[config.mk]
export PLATFORM = sky130hd
export DESIGN_NAME = fifo_write_arbiter
export DESIGN_NICKNAME = d
export VERILOG_FILES = /design/src/rtl/fifo_write_arbiter.sv
export SDC_FILE = /design/constraint.sdc
export NUM_CORES = 1
export LEC_CHECK = 0
export CORE_ASPECT_RATIO = 1.75
export CORE_MARGIN = 5
export CORE_UTILIZATION = 48
export CTS_BUF_LIST = sky130_fd_sc_hd__clkbuf_8
export CTS_CLUSTER_SIZE = 30
export DETAILED_ROUTE_END_ITERATION = 8
export GPL_ROUTABILITY_DRIVEN = 0
export HOLD_SLACK_MARGIN = 0.03
export PLACE_DENSITY = 0.95
export SLEW_MARGIN = 20
export SYNTH_ARGS = -nofsm -noshare
export SYNTH_HDL_FRONTEND = slang
export SYNTH_SLANG_ARGS = --single-unit
[constraint.sdc]
create_clock -name clk -period 5.6 [get_ports clk]
set_input_delay 1.4 -clock clk [delete_from_list [all_inputs] [get_ports clk]]
set_output_delay 1.4 -clock clk [all_outputs]
set_load 0.02 [all_outputs]
[src/rtl/fifo_write_arbiter.sv]
// ============================================================================
// Module  : fifo_write_arbiter
// Brief   : Round-robin arbiter granting bursts of beats into a shared FIFO.
// Revision: 1.0 - initial release
// ============================================================================
`default_nettype none

module fifo_write_arbiter #(
  parameter int NUM_REQ   = 4,
  parameter int WIDTH     = 8,
  parameter int MAX_BURST = 4
) (
  input  logic                       clk,
  input  logic                       rst_n,
  input  logic [NUM_REQ-1:0]         req_valid,
  input  logic [NUM_REQ*WIDTH-1:0]   req_data,
  output logic [NUM_REQ-1:0]         req_ready,
  input  logic                       fifo_full,
  output logic                       fifo_write_en,
  output logic [WIDTH-1:0]           fifo_data_in,
  output logic                       grant_valid,
  output logic [$clog2(NUM_REQ)-1:0] grant_id,
  output logic [15:0]                stall_cnt
);

  localparam int ID_W   = $clog2(NUM_REQ);
  localparam int BEAT_W = 5;

  localparam logic [0:0] c_IDLE  = 1'b0;
  localparam logic [0:0] c_GRANT = 1'b1;

  logic [0:0]        r_state;
  logic [ID_W-1:0]   r_grant_id;
  logic [ID_W-1:0]   r_last_grant;
  logic [BEAT_W-1:0] r_beat_cnt;
  logic [15:0]       r_stall_cnt;

  logic              w_owner_valid;
  logic              w_transfer;
  logic              w_found;
  logic [ID_W-1:0]   w_winner;
  int                w_idx;

  assign w_owner_valid = req_valid[r_grant_id];
  assign w_transfer    = (r_state == c_GRANT) && w_owner_valid && !fifo_full;

  assign grant_valid   = (r_state == c_GRANT);
  assign grant_id      = r_grant_id;
  assign stall_cnt     = r_stall_cnt;
  assign fifo_write_en = w_transfer;
  assign fifo_data_in  = w_transfer ? req_data[r_grant_id*WIDTH +: WIDTH] : '0;
  assign req_ready     = w_transfer ? (NUM_REQ'(1) << r_grant_id) : '0;

  // Search starts just after the previous owner and wraps around once.
  always_comb begin
    w_found  = 1'b0;
    w_winner = '0;
    w_idx    = 0;
    for (int i = 1; i <= NUM_REQ; i++) begin
      w_idx = int'(r_last_grant) + i;
      if (w_idx >= NUM_REQ) w_idx = w_idx - NUM_REQ;
      if (!w_found && req_valid[w_idx]) begin
        w_found  = 1'b1;
        w_winner = ID_W'(w_idx);
      end
    end
  end

  always_ff @(posedge clk or negedge rst_n) begin
    if (!rst_n) begin
      r_state      <= c_IDLE;
      r_grant_id   <= '0;
      r_last_grant <= ID_W'(NUM_REQ-1);
      r_beat_cnt   <= '0;
      r_stall_cnt  <= '0;
    end else begin
      case (r_state)
        c_IDLE: begin
          if (w_found && !fifo_full) begin
            r_state    <= c_GRANT;
            r_grant_id <= w_winner;
            r_beat_cnt <= '0;
          end
        end
        c_GRANT: begin
          if (!w_owner_valid) begin
            r_state      <= c_IDLE;
            r_last_grant <= r_grant_id;
          end else if (!fifo_full) begin
            r_beat_cnt <= r_beat_cnt + BEAT_W'(1);
            if (r_beat_cnt == BEAT_W'(MAX_BURST-1)) begin
              r_state      <= c_IDLE;
              r_last_grant <= r_grant_id;
            end
          end else if (r_stall_cnt != 16'hFFFF) begin
            // Owner is blocked by a full FIFO: keep the grant, count the stall.
            r_stall_cnt <= r_stall_cnt + 16'd1;
          end
        end
        default: r_state <= c_IDLE;
      endcase
    end
  end

endmodule

`default_nettype wire

==> results.md <==
- Top cells by area, synth: dfrtp_1, mux4_2, xor2_1
- Reg clk slew, reported paths: 0.08 ns
- Post-DP HPWL: about 4000 µm
- Boundary Pins: 71
- Int Pwr: 0.0005126 W
- Crit path time final: 4.976 ns
- CTS root buf: clkbuf_8
- Flop pwr share: roughly two fifths
- CTS Buf Count: 3
- Share of the synthesized area in the top cell type: 34.83%
- TritonRoute pass-1 iters: 4
- R2R depth: 4
- Combinational power share: 48.4%
- P_sw: 0.0003409 W
- Distinct cells, synth: 47
- Dpl cells: 264
- Reg-to-reg slack, setup: 3.30 ns
- Register area share after synthesis: between 30% and 40%
- Cell Pwr Density: ~340 nW/µm²
- Critical path capture point type: primary output
- Setup TNS: 0 ns
- Max-cap viol count: 0
- Flops & latches, synth: 26
- Clk Latency, worst-skew pair: between 0.2 and 0.3 ns
- Sw frac: 39.94%
- # hold bufs at CTS: 0
- Min-delay worst type: reg -> reg
- IO buf count: 70
- Critical-path cell list: clkdlybuf4s50_1, nor2b_1, nand2_1, inv_1, clkdlybuf4s50_1
- Clk pwr share: about an eighth
- CTS HTree Levels: 1
- TritonCTS Sinks: 26
- Gr ovfl total: 0
- CP max stage delay: roughly 0.62 ns
- Worst path arrival time: 3.58 ns
- Setup Viol. Count Final: 0
- Die ar.: 4938 µm²
- Clock skew: 0.001337 ns
- Final Max Slew Viols: 0
- Number of post-CTS setup repair buffers: 0
- Ys flop type: dfrtp_1
- Fillers: 255
- Crit path top cell by count: clkdlybuf4s50_1
- Detail Route Antenna Nets: 0
- Largest net degree at the start of global routing: 27
- Fin cells: approximately 270
- EDFF count, synth: 0
- Tightest Pin Transition: between 0.7 and 0.8 ns
- Period utilization: 88.86%
- DRC viols: 0
- Detailed-route wire length: 5033 µm
- Share of layout cells above drive strength 1: 11.21%
- VDD IR max: ~0.25 mV
- Mapped Cells: about 160
- Core ar.: roughly 3400 µm²
- Hold path depth: 1
- CTS tree: built
- CTS Buffer Depth: 2
- Min-Delay Endpoint: stall_cnt[11]
- GRT Total Usage: a little over a fifth
- Pleak: 1.115 nW
- Critical path data required time: 4.20 ns
- Total Power: approximately 0.00085 W
- Initial antenna violation count: 0
- Area leader, netlist: dfrtp_1
- Reg2reg end: stall_cnt[1]
- Worst reg2reg path startpoint: grant_id[0]
- Startpoint Class: input pin
- Vias after detailed routing: 1530
- Area Overhead vs Synth: 43.83%
- Syn_nets: 198
- Slowest CP cell: clkdlybuf4s50_1
- Die width: 55.31 µm
- Post-CTS Resized: 0
- Avg Cell Area, Syn: between 10 and 15 µm²
- Fmax: roughly 200 MHz
- Synthesized area: approximately 1700 µm²
- Iter 0 DRT Violations: 30
- First-pass GRT wire length: 8459 µm
- Routed wire length per instance: around 19 µm
- Min-delay src: stall_cnt[11]
- Initial Util: 50.22%
- Final hold vios: 0
- Placement Rows: 28
- FF+latch area: 653.1 µm²
- Multi-input logic area: 998.5 µm²
- Post-layout nets: 265
- WP buf/inv: 3
- Yosys warning total: 0
- Slew margin rel.: roughly 53%
- Ys async rst share: 100.0%
- RSZ-0062 raised after global routing: no
- Crit-path max FO: 12
- Number of global-route vias before repair: 1694
- Crit Path Class: in -> out
- Drt via density: 5.709
- Family with the most delay on the worst path: buffers and inverters
- Outcome: finished, final reports clean
- Die Y-Extent: 89.29 µm
- Antenna fix cells: 0
-- cells in the final DEF (no fill, tap or decap), drive strengths merged, types with 2 or more instances in the layout --
cell type,Yosys,layout
nand3,9,9
ha,2,2
nor3,8,8
a21oi,2,2
mux4,9,9
nor4,4,4
xor2,15,15
nand2,12,12
dfrtp,24,24
o21ai,2,2
clkbuf,4,3
nand4,7,7
dfstp,2,2
nor3b,4,4
mux2,3,3
clkdlybuf4s50,0,70
a31oi,2,2
nor2,5,5
inv,5,6
nand2b,2,2
mux2i,2,2
and3,12,12
-- worst max path at each step --
stage	start	end	depth (start not counted)
2_1_floorplan	fifo_full	req_ready[1]	4
3_3_place_gp	fifo_full	fifo_write_en	5
3_5_place_dp	fifo_full	fifo_write_en	5
4_1_cts	fifo_full	fifo_write_en	5
5_1_grt	fifo_full	fifo_write_en	5
6_report	fifo_full	fifo_write_en	5
-- Yosys cell counts (2+ instances only) --
cell,count
dfrtp_1,24
buf_6,2
mux2i_1,2
clkbuf_1,3
buf_2,3
and3_1,12
nor3_1,8
nor3b_1,3
inv_1,5
nor2_1,5
a21oi_1,2
nand2_1,11
o21ai_0,2
ha_1,2
nand2b_1,2
mux2_4,2
xor2_1,15
nor4_1,4
mux4_2,9
nand3_1,8
nand4_1,5
dfstp_2,2
a31oi_1,2
-- stage by stage --
| step | utilization, % | instance area, µm² | hold WS (ns) | setup WS [ns] |
|---|---|---|---|---|
| 3_5_place_dp | 70.92 | 2435 | 0.4871 | 0.6396 |
| 6_report | 72.23 | 2480 | 0.5034 | 0.6238 |
| 2_1_floorplan | - | 1724 | 0.4786 | 1.821 |
| 5_1_grt | 72.23 | 2480 | 0.5326 | 0.4205 |
| 4_1_cts | 72.23 | 2480 | 0.5026 | 0.6267 |
| 3_3_place_gp | 70.92 | 2435 | 0.4787 | 0.7299 |
-- per-layer routing --
layer  GRT usage, %  vias up  wire length (µm)
met5              0        -                 0
met4          7.080        0                68
met3          4.624        6               311
met2          40.73       76              2590
met1          24.36      723              2064
li1               -      725                 -
-- registers in the layout, indices dropped and copies added, names as in the netlist --
signal,count
r_last_grant,2
grant_valid,1
grant_id,2
stall_cnt,16
r_beat_cnt,5
-- cells by family after synthesis --
logic type	count (synthesis)	synth area share [%]
AND/OR/NAND/NOR	71	26.20
flip-flops	26	37.88
AO/OA/AOI/OAI	15	7.331
XOR/XNOR	15	7.620
buffers and inverters	14	4.208
multiplexers	14	15.31
adder cells (fa/ha/maj)	2	1.451
-- power by group through the flow --
stage | sequential (W) | combinational, W | clock [W]
floorplan | 0.000311 | 0.000293 | 0
global placement | 0.000339 | 0.000399 | 0
detailed placement | 0.000342 | 0.000415 | 0
CTS | 0.000339 | 0.000417 | 0.000105
global route | 0.000352 | 0.000441 | 0.000113
finish | 0.000338 | 0.000413 | 0.000102
-- area by class of cell --
class | instances | area share (%)
inverters | 5 | 0.7568
clock inverters | 1 | 0.1514
repair buffers | 71 | 28.56
well taps | 45 | 2.270
multi-input cells | 117 | 40.26
clock buffers | 3 | 1.665
flip-flops and latches | 26 | 26.34
-- worst reg2reg max path, stage by stage, from the launching register on --
cell and delay [ns]:
dfrtp_1 0.80, mux4_2 0.54, nand3_2 0.24, nor2_1 0.26
mux2_1 0.34
Note: power is estimated with default switching activity, not from simulation.
